<file path="src/rtl/woi_pkg.sv">
// Shared defaults and helpers for the multi-window region-of-interest detector.
package woi_pkg;

    localparam int unsigned NumWinDefault = 4;
    localparam int unsigned MaxWin        = 8;
    localparam int unsigned CwDefault     = 12;
    localparam int unsigned FwDefault     = 16;

    typedef logic [$clog2(MaxWin)-1:0] win_idx_t;

    // LSB of window idx inside a packed NUM_WIN*cw coordinate bus.
    function automatic int unsigned coord_lsb(input int unsigned idx, input int unsigned cw);
        return idx * cw;
    endfunction

endpackage

</file>
<file path="src/rtl/woi_det_multi_if.sv">
// Video timing, window configuration and per-window result bundle for woi_det_multi.
interface woi_det_multi_if
    import woi_pkg::*;
#(
    parameter int unsigned NUM_WIN = NumWinDefault,
    parameter int unsigned CW      = CwDefault,
    parameter int unsigned FW      = FwDefault
);

    logic                  vblank;
    logic                  hblank;
    logic [NUM_WIN*CW-1:0] cfg_x0;
    logic [NUM_WIN*CW-1:0] cfg_x1;
    logic [NUM_WIN*CW-1:0] cfg_y0;
    logic [NUM_WIN*CW-1:0] cfg_y1;
    logic [NUM_WIN-1:0]    cfg_en;
    logic                  cfg_load;
    logic                  cfg_pending;
    logic [NUM_WIN-1:0]    win_active;
    logic [NUM_WIN-1:0]    win_sow;
    logic [NUM_WIN-1:0]    win_eol;
    logic [NUM_WIN-1:0]    win_eow;
    logic [NUM_WIN*CW-1:0] win_x;
    logic [NUM_WIN*CW-1:0] win_y;
    logic [NUM_WIN-1:0]    cfg_err;
    logic [FW-1:0]         frame_cnt;

    modport master (
        output vblank, hblank, cfg_x0, cfg_x1, cfg_y0, cfg_y1, cfg_en, cfg_load,
        input  cfg_pending, win_active, win_sow, win_eol, win_eow, win_x, win_y, cfg_err,
        input  frame_cnt
    );

    modport slave (
        input  vblank, hblank, cfg_x0, cfg_x1, cfg_y0, cfg_y1, cfg_en, cfg_load,
        output cfg_pending, win_active, win_sow, win_eol, win_eow, win_x, win_y, cfg_err,
        output frame_cnt
    );

endinterface

</file>
<file path="src/rtl/woi_win_cmp.sv">
// One detection window: shadow geometry, stage-1 compares and stage-2 registered strobes.
module woi_win_cmp
    import woi_pkg::*;
#(
    parameter int unsigned CW = CwDefault
) (
    input  logic          clk,
    input  logic          rst_n,
    input  logic          load_i,
    input  logic [CW-1:0] cfg_x0_i,
    input  logic [CW-1:0] cfg_x1_i,
    input  logic [CW-1:0] cfg_y0_i,
    input  logic [CW-1:0] cfg_y1_i,
    input  logic          cfg_en_i,
    input  logic          active_i,
    input  logic [CW-1:0] col_i,
    input  logic [CW-1:0] row_i,
    input  logic [CW-1:0] col1_i,
    input  logic [CW-1:0] row1_i,
    output logic          win_active_o,
    output logic          win_sow_o,
    output logic          win_eol_o,
    output logic          win_eow_o,
    output logic [CW-1:0] win_x_o,
    output logic [CW-1:0] win_y_o,
    output logic          cfg_err_o
);

    logic [CW-1:0] x0_q, x1_q, y0_q, y1_q;
    logic          en_q;
    logic          err_q;
    logic          err_c;
    logic          hit_c;
    logic          hit1_q, sow1_q, eol1_q, eow1_q;
    logic          act2_q, sow2_q, eol2_q, eow2_q;
    logic [CW-1:0] x2_q, y2_q;

    // Gate on the live shadow check so a freshly loaded bad window never hits.
    assign err_c = (x0_q > x1_q) | (y0_q > y1_q);
    assign hit_c = active_i & en_q & ~err_c & (col_i >= x0_q) & (col_i <= x1_q)
                 & (row_i >= y0_q) & (row_i <= y1_q);

    always_ff @(posedge clk or negedge rst_n) begin
        if (!rst_n) begin
            x0_q   <= '0;
            x1_q   <= '0;
            y0_q   <= '0;
            y1_q   <= '0;
            en_q   <= 1'b0;
            err_q  <= 1'b0;
            hit1_q <= 1'b0;
            sow1_q <= 1'b0;
            eol1_q <= 1'b0;
            eow1_q <= 1'b0;
            act2_q <= 1'b0;
            sow2_q <= 1'b0;
            eol2_q <= 1'b0;
            eow2_q <= 1'b0;
            x2_q   <= '0;
            y2_q   <= '0;
        end else begin
            if (load_i) begin
                x0_q <= cfg_x0_i;
                x1_q <= cfg_x1_i;
                y0_q <= cfg_y0_i;
                y1_q <= cfg_y1_i;
                en_q <= cfg_en_i;
            end
            err_q  <= err_c;
            hit1_q <= hit_c;
            sow1_q <= hit_c & (col_i == x0_q) & (row_i == y0_q);
            eol1_q <= hit_c & (col_i == x1_q);
            eow1_q <= hit_c & (col_i == x1_q) & (row_i == y1_q);
            // Shadow only reloads in vblank, so x0/y0 still match the stage-1 pixel here.
            act2_q <= hit1_q;
            sow2_q <= sow1_q;
            eol2_q <= eol1_q;
            eow2_q <= eow1_q;
            x2_q   <= hit1_q ? col1_i - x0_q : '0;
            y2_q   <= hit1_q ? row1_i - y0_q : '0;
        end
    end

    assign win_active_o = act2_q;
    assign win_sow_o    = sow2_q;
    assign win_eol_o    = eol2_q;
    assign win_eow_o    = eow2_q;
    assign win_x_o      = x2_q;
    assign win_y_o      = y2_q;
    assign cfg_err_o    = err_q;

endmodule

</file>
<file path="src/rtl/woi_det_multi.sv">
// Multi-window ROI detector: pixel/row counters, frame counter and frame-aligned shadow
// update control; per-window compare and strobes live in woi_win_cmp.
module woi_det_multi
    import woi_pkg::*;
#(
    parameter int unsigned NUM_WIN = NumWinDefault,
    parameter int unsigned CW      = CwDefault,
    parameter int unsigned FW      = FwDefault
) (
    input logic            clk,
    input logic            rst_n,
    woi_det_multi_if.slave vid_io
);

    localparam logic [CW-1:0] CoordMax = '1;

    logic          active;
    logic          load_now;
    logic [CW-1:0] col_q, col_d;
    logic [CW-1:0] row_q, row_d;
    logic [CW-1:0] col1_q, row1_q;
    logic          active1_q;
    logic          vblank_q;
    logic          pending_q, pending_d;
    logic [FW-1:0] frame_q;

    assign active   = ~vid_io.vblank & ~vid_io.hblank;
    assign load_now = vid_io.vblank & pending_q;

    always_comb begin
        col_d = '0;
        if (active) col_d = (col_q == CoordMax) ? col_q : col_q + 1'b1;
        row_d = row_q;
        if (vid_io.vblank) begin
            row_d = '0;
        end else if (active1_q && !active && (row_q != CoordMax)) begin
            row_d = row_q + 1'b1;
        end
        pending_d = load_now ? 1'b0 : (pending_q | vid_io.cfg_load);
    end

    always_ff @(posedge clk or negedge rst_n) begin
        if (!rst_n) begin
            col_q     <= '0;
            row_q     <= '0;
            col1_q    <= '0;
            row1_q    <= '0;
            active1_q <= 1'b0;
            // Held high so a reset released during blanking is not counted as a frame.
            vblank_q  <= 1'b1;
            pending_q <= 1'b0;
            frame_q   <= '0;
        end else begin
            col_q     <= col_d;
            row_q     <= row_d;
            col1_q    <= col_q;
            row1_q    <= row_q;
            active1_q <= active;
            vblank_q  <= vid_io.vblank;
            pending_q <= pending_d;
            if (vid_io.vblank && !vblank_q) frame_q <= frame_q + 1'b1;
        end
    end

    assign vid_io.cfg_pending = pending_q;
    assign vid_io.frame_cnt   = frame_q;

    for (genvar i = 0; i < NUM_WIN; i++) begin : g_win
        localparam int unsigned Lsb = coord_lsb(unsigned'(i), CW);

        woi_win_cmp #(
            .CW (CW)
        ) u_cmp (
            .clk          (clk),
            .rst_n        (rst_n),
            .load_i       (load_now),
            .cfg_x0_i     (vid_io.cfg_x0[Lsb +: CW]),
            .cfg_x1_i     (vid_io.cfg_x1[Lsb +: CW]),
            .cfg_y0_i     (vid_io.cfg_y0[Lsb +: CW]),
            .cfg_y1_i     (vid_io.cfg_y1[Lsb +: CW]),
            .cfg_en_i     (vid_io.cfg_en[i]),
            .active_i     (active),
            .col_i        (col_q),
            .row_i        (row_q),
            .col1_i       (col1_q),
            .row1_i       (row1_q),
            .win_active_o (vid_io.win_active[i]),
            .win_sow_o    (vid_io.win_sow[i]),
            .win_eol_o    (vid_io.win_eol[i]),
            .win_eow_o    (vid_io.win_eow[i]),
            .win_x_o      (vid_io.win_x[Lsb +: CW]),
            .win_y_o      (vid_io.win_y[Lsb +: CW]),
            .cfg_err_o    (vid_io.cfg_err[i])
        );
    end

endmodule
</file>
<file path="src/flat_wrapper.sv">
// flat-port wrapper written by rule: the top's interface ports become plain ports
module woi_det_multi_flat import woi_pkg::*;
#(
    parameter int unsigned NUM_WIN = NumWinDefault,
    parameter int unsigned CW      = CwDefault,
    parameter int unsigned FW      = FwDefault
)
  (clk, rst_n, vid_io_vblank, vid_io_hblank, vid_io_cfg_x0, vid_io_cfg_x1, vid_io_cfg_y0, vid_io_cfg_y1, vid_io_cfg_en, vid_io_cfg_load, vid_io_cfg_pending, vid_io_win_active, vid_io_win_sow, vid_io_win_eol, vid_io_win_eow, vid_io_win_x, vid_io_win_y, vid_io_cfg_err, vid_io_frame_cnt);
  woi_det_multi_if #(.NUM_WIN(NUM_WIN), .CW(CW), .FW(FW)) vid_io_i ();
  input logic clk;
  input logic rst_n;
  input wire logic [$bits(vid_io_i.vblank)-1:0] vid_io_vblank;
  input wire logic [$bits(vid_io_i.hblank)-1:0] vid_io_hblank;
  input wire logic [$bits(vid_io_i.cfg_x0)-1:0] vid_io_cfg_x0;
  input wire logic [$bits(vid_io_i.cfg_x1)-1:0] vid_io_cfg_x1;
  input wire logic [$bits(vid_io_i.cfg_y0)-1:0] vid_io_cfg_y0;
  input wire logic [$bits(vid_io_i.cfg_y1)-1:0] vid_io_cfg_y1;
  input wire logic [$bits(vid_io_i.cfg_en)-1:0] vid_io_cfg_en;
  input wire logic [$bits(vid_io_i.cfg_load)-1:0] vid_io_cfg_load;
  output wire logic [$bits(vid_io_i.cfg_pending)-1:0] vid_io_cfg_pending;
  output wire logic [$bits(vid_io_i.win_active)-1:0] vid_io_win_active;
  output wire logic [$bits(vid_io_i.win_sow)-1:0] vid_io_win_sow;
  output wire logic [$bits(vid_io_i.win_eol)-1:0] vid_io_win_eol;
  output wire logic [$bits(vid_io_i.win_eow)-1:0] vid_io_win_eow;
  output wire logic [$bits(vid_io_i.win_x)-1:0] vid_io_win_x;
  output wire logic [$bits(vid_io_i.win_y)-1:0] vid_io_win_y;
  output wire logic [$bits(vid_io_i.cfg_err)-1:0] vid_io_cfg_err;
  output wire logic [$bits(vid_io_i.frame_cnt)-1:0] vid_io_frame_cnt;
  assign vid_io_i.vblank = vid_io_vblank;
  assign vid_io_i.hblank = vid_io_hblank;
  assign vid_io_i.cfg_x0 = vid_io_cfg_x0;
  assign vid_io_i.cfg_x1 = vid_io_cfg_x1;
  assign vid_io_i.cfg_y0 = vid_io_cfg_y0;
  assign vid_io_i.cfg_y1 = vid_io_cfg_y1;
  assign vid_io_i.cfg_en = vid_io_cfg_en;
  assign vid_io_i.cfg_load = vid_io_cfg_load;
  assign vid_io_cfg_pending = vid_io_i.cfg_pending;
  assign vid_io_win_active = vid_io_i.win_active;
  assign vid_io_win_sow = vid_io_i.win_sow;
  assign vid_io_win_eol = vid_io_i.win_eol;
  assign vid_io_win_eow = vid_io_i.win_eow;
  assign vid_io_win_x = vid_io_i.win_x;
  assign vid_io_win_y = vid_io_i.win_y;
  assign vid_io_cfg_err = vid_io_i.cfg_err;
  assign vid_io_frame_cnt = vid_io_i.frame_cnt;
  woi_det_multi #(.NUM_WIN(NUM_WIN), .CW(CW), .FW(FW)) u_core (.clk(clk), .rst_n(rst_n), .vid_io(vid_io_i));
endmodule
</file>
<file path="config.mk">
export PLATFORM = sky130hd
export DESIGN_NAME = woi_det_multi_flat
export DESIGN_NICKNAME = d
export VERILOG_FILES = /design/src/rtl/woi_pkg.sv /design/src/rtl/woi_det_multi_if.sv /design/src/rtl/woi_win_cmp.sv /design/src/rtl/woi_det_multi.sv /design/src/flat_wrapper.sv
export SDC_FILE = /design/constraint.sdc
export NUM_CORES = 1
export LEC_CHECK = 0
export BUFFER_PORTS_ARGS = -buffer_cell sky130_fd_sc_hd__buf_2
export CAP_MARGIN = 0
export CORE_ASPECT_RATIO = 0.5
export CORE_MARGIN = 2
export CORE_UTILIZATION = 51
export DETAILED_ROUTE_END_ITERATION = 8
export HOLD_SLACK_MARGIN = 0.12
export PLACE_DENSITY = 0.69
export SYNTH_ARGS = -nofsm -noshare
export SYNTH_HDL_FRONTEND = slang
export SYNTH_SLANG_ARGS = --single-unit
export TNS_END_PERCENT = 100
</file>
<file path="constraint.sdc">
create_clock -name clk -period 4.81 [get_ports clk]
set_input_delay 0.7215 -clock clk [delete_from_list [all_inputs] [get_ports clk]]
set_output_delay 0.7215 -clock clk [all_outputs]
set_load 0.1 [all_outputs]
</file>
==> impl_metrics.ini <==
[logic_synthesis]
synth_cell_type_count = 61
synth_compound_area_share_pct = 11.0
synth_edf_count = 0
postSynthCellCount = 2308
syn_area_sq_um = 24500
yosysTopAreaCell = dfrtp_1
synth_fa_ha_area_share_pct = 20.0
synthFlopType = dfrtp_1
synth_area_leaders = dfrtp_1 (40%), ha_1 (19%), mux2_2 (9.1%)
muxShareOfSynthArea_pct = 10.6
synth_top_family_by_area = adder cells
synth_area_per_cell_sq_um = 10.6
synth_top_area_share_pct = 40.2
synth_xor_xnor_area_share_pct = 2.00
synth_seq_cells = 395
synth_seq_area_share_pct = 40.3
syn_nets = 2896
synthArstFlopShare_pct = 100
synthSimpleGateAreaFrac_pct = 11.5
yosys_warnings = 0

[timing]
setup_viol = 0
finalSetupTns_ns = 0
relSlewSlack_pct = 35.4
fin_hold_ws_ns = 0.275
rsz0062_at_grt = no
slew_violations = 0
fin_skew_ns = 0.0150
max_freq_ghz = 0.360
setup_slack_ns = 2.03
tightest_slew_ns = 0.969
finalCriticalPeriod_ns = 2.78
finalCritPeriodShare_pct = 57.8
hold_viol = 0

[floorplan]
initial_utilization_pct = 52.0
io_pins = 334
fp.dieW_um = 314
die_height_um = 159
core_sq_um = 47200
dieArea_sq_um = 49900
rows = 56

[power]
vdd_drop_max_v = 0.000305
power.total_mw = 10.1
power_density_nw_per_um2 = 360
power.static_leakage_nw = 14.9

[clocking]
hold_buffers = 0
ctsResizeCount = 0
clk_pin_slew_ns = 0.07
post_cts_buffers = 0
clock_path_buffers = 3
cts_tree = built
cts.sinks = 395
h-tree-depth = 2
root_buffer = clkbuf_16
numCtsBuffers = 39
insertion_delay_ns = 0.55

[final_layout]
syn_to_final_growth_pct = 14.9
fillCellCount = 4018
diodes = 0
num-nets-final = 3231
seqCellArea_sq_um = 9890
drive_gt1_share_pct = 23.7
layout_common_cells = dfrtp_1 (394), ha_1 (379), buf_2 (332), inv_1 (221), mux2_2 (197)
multi_input_area_sq_um = 13500
mostFrequentLayoutCell = dfrtp_1

[critical_path]
required_ns = 5.28
critPathMaxFanout = 4
crit_slowest_cell = fa_1
cp-start-kind = flop
slowest_delay_ns = 0.41
worstPathCellList = inv_1, ha_1, inv_1, fa_1, a21o_1, a21oi_1, nor2_1, o31ai_1, a21boi_0, mux2i_1
crit_arrival_ns = 3.25
end_kind = flop
cp_common_cell = inv_1
crit_type = flop to flop

[grt]
grt_max_degree = 122
track_usage_pct = 26.7
grt-ovfl-total = 0
first_global_vias = 18800
grt_first_pass_wirelength_mm = 104
antenna_found_initial = 0

[drt]
vias = 18600
vias_per_cell = 5.62
dr.pass1.iters = 6
ant_nets = 0
routed_wl_mm = 66.3
wire_per_inst_um = 20.0
post-route-drc-count = 0
drtIter0Drc = 1419

[flow_run]
maxCapViolCount = 0

[status]
outcome = finished clean

[place]
io_buffers = 333
dp_hpwl_mm = 52.0
pre_cts_ws_ns = 2.10
gp_congestion = 0.931

[min_path]
hold_path.class = input pin to asynchronous set/reset pin
==> layout make-up <==
class	count	area share [%]
timing repair buffer	351	6.57
clock buffer	55	4.04
inverter	221	2.95
multi-input combinational	1635	47.9
sequential	395	35.1
tap	638	2.84
clock inverter	14	0.573
==> registers in the layout (all words and copies together) (netlist names), 12 cells and up <==
register,count
u_core.col_q,12
u_core.g_win.u_cmp.x1_q,48
u_core.col1_q,12
u_core.vid_io.frame_cnt,16
u_core.row_q,12
u_core.g_win.u_cmp.x0_q,48
u_core.g_win.u_cmp.y1_q,48
u_core.g_win.u_cmp.win_x_o,48
u_core.g_win.u_cmp.y0_q,48
u_core.row1_q,12
u_core.g_win.u_cmp.win_y_o,48
==> stage by stage <==
step           cells  instance area, sq um  util (%)
6_report        3309                 28200      59.7
5_1_grt         3309                 28200      59.7
4_1_cts         3309                 28200      59.7
3_5_place_dp    3240                 26900      56.9
3_3_place_gp    3240                 26900      56.9
2_1_floorplan   2308                 24500         -
==> worst paths after layout <==
path	cells after the start	start	slack, ns	end
max reg2reg	10	u_core.col1_q[0]	2.03	u_core.g_win[1].u_cmp.win_x_o[10]
min in group clk	0	u_core.g_win[1].u_cmp.eow1_q	0.35	u_core.g_win[1].u_cmp.win_eow_o
min	1	rst_n	0.28	u_core.g_win[3].u_cmp.y1_q[5]
min reg2reg	0	u_core.g_win[1].u_cmp.eow1_q	0.35	u_core.g_win[1].u_cmp.win_eow_o
max in group asynchronous	2	rst_n	3.33	u_core.g_win[2].u_cmp.win_y_o[7]
max	10	u_core.col1_q[0]	2.03	u_core.g_win[1].u_cmp.win_x_o[10]
==> Yosys cell counts, drive strengths merged, types with 7 or more instances <==
cell	count
fa	8
o21a	34
or2	15
nand2b	31
nand2	111
nand3	27
mux2i	38
nor2b	48
and3	18
o31ai	14
nor3	63
inv	221
o21ai	54
o211ai	25
a21o	57
nor3b	7
xnor2	30
nand4	71
o31a	9
and2	18
xor2	26
and4	8
nor2	113
clkbuf	14
buf	43
a211oi	20
dfrtp	394
ha	379
mux2	197
a21oi	139
a21boi	8
==> routing by layer <==
metal | vias up | routed length, um | global-route usage (%)
met1 | 9086 | 30500 | 38.1
met4 | 0 | 1470 | 6.18
li1 | 8928 | - | -
met3 | 96 | 3750 | 3.83
met5 | - | 0 | 0
met2 | 484 | 30600 | 43.1
==> cells by family after synthesis <==
family,count (synthesis)
XOR/XNOR,56
adder cells (fa/ha/maj),387
AO/OA/AOI/OAI,410
AND/OR/NAND/NOR,547
flip-flops,395
buffers and inverters,278
multiplexers,235
==> power by group <==
group | internal, mW | leakage [nW] | switching [mW] | total, mW
Combinational | 1.19 | 9.23 | 1.73 | 2.92
Sequential | 3.69 | 5.05 | 0.340 | 4.03
Clock | 1.82 | 0.637 | 1.35 | 3.17
==> worst max-delay path: cells and delay by family (launching register included) <==
kind	cells	cell delay [ns]
flip-flops	1	0.36
adder cells (fa/ha/maj)	2	0.67
AO/OA/AOI/OAI	4	1.00
buffers and inverters	2	0.39
AND/OR/NAND/NOR	1	0.08
multiplexers	1	0.21
Power figures use the tool's default switching activity.
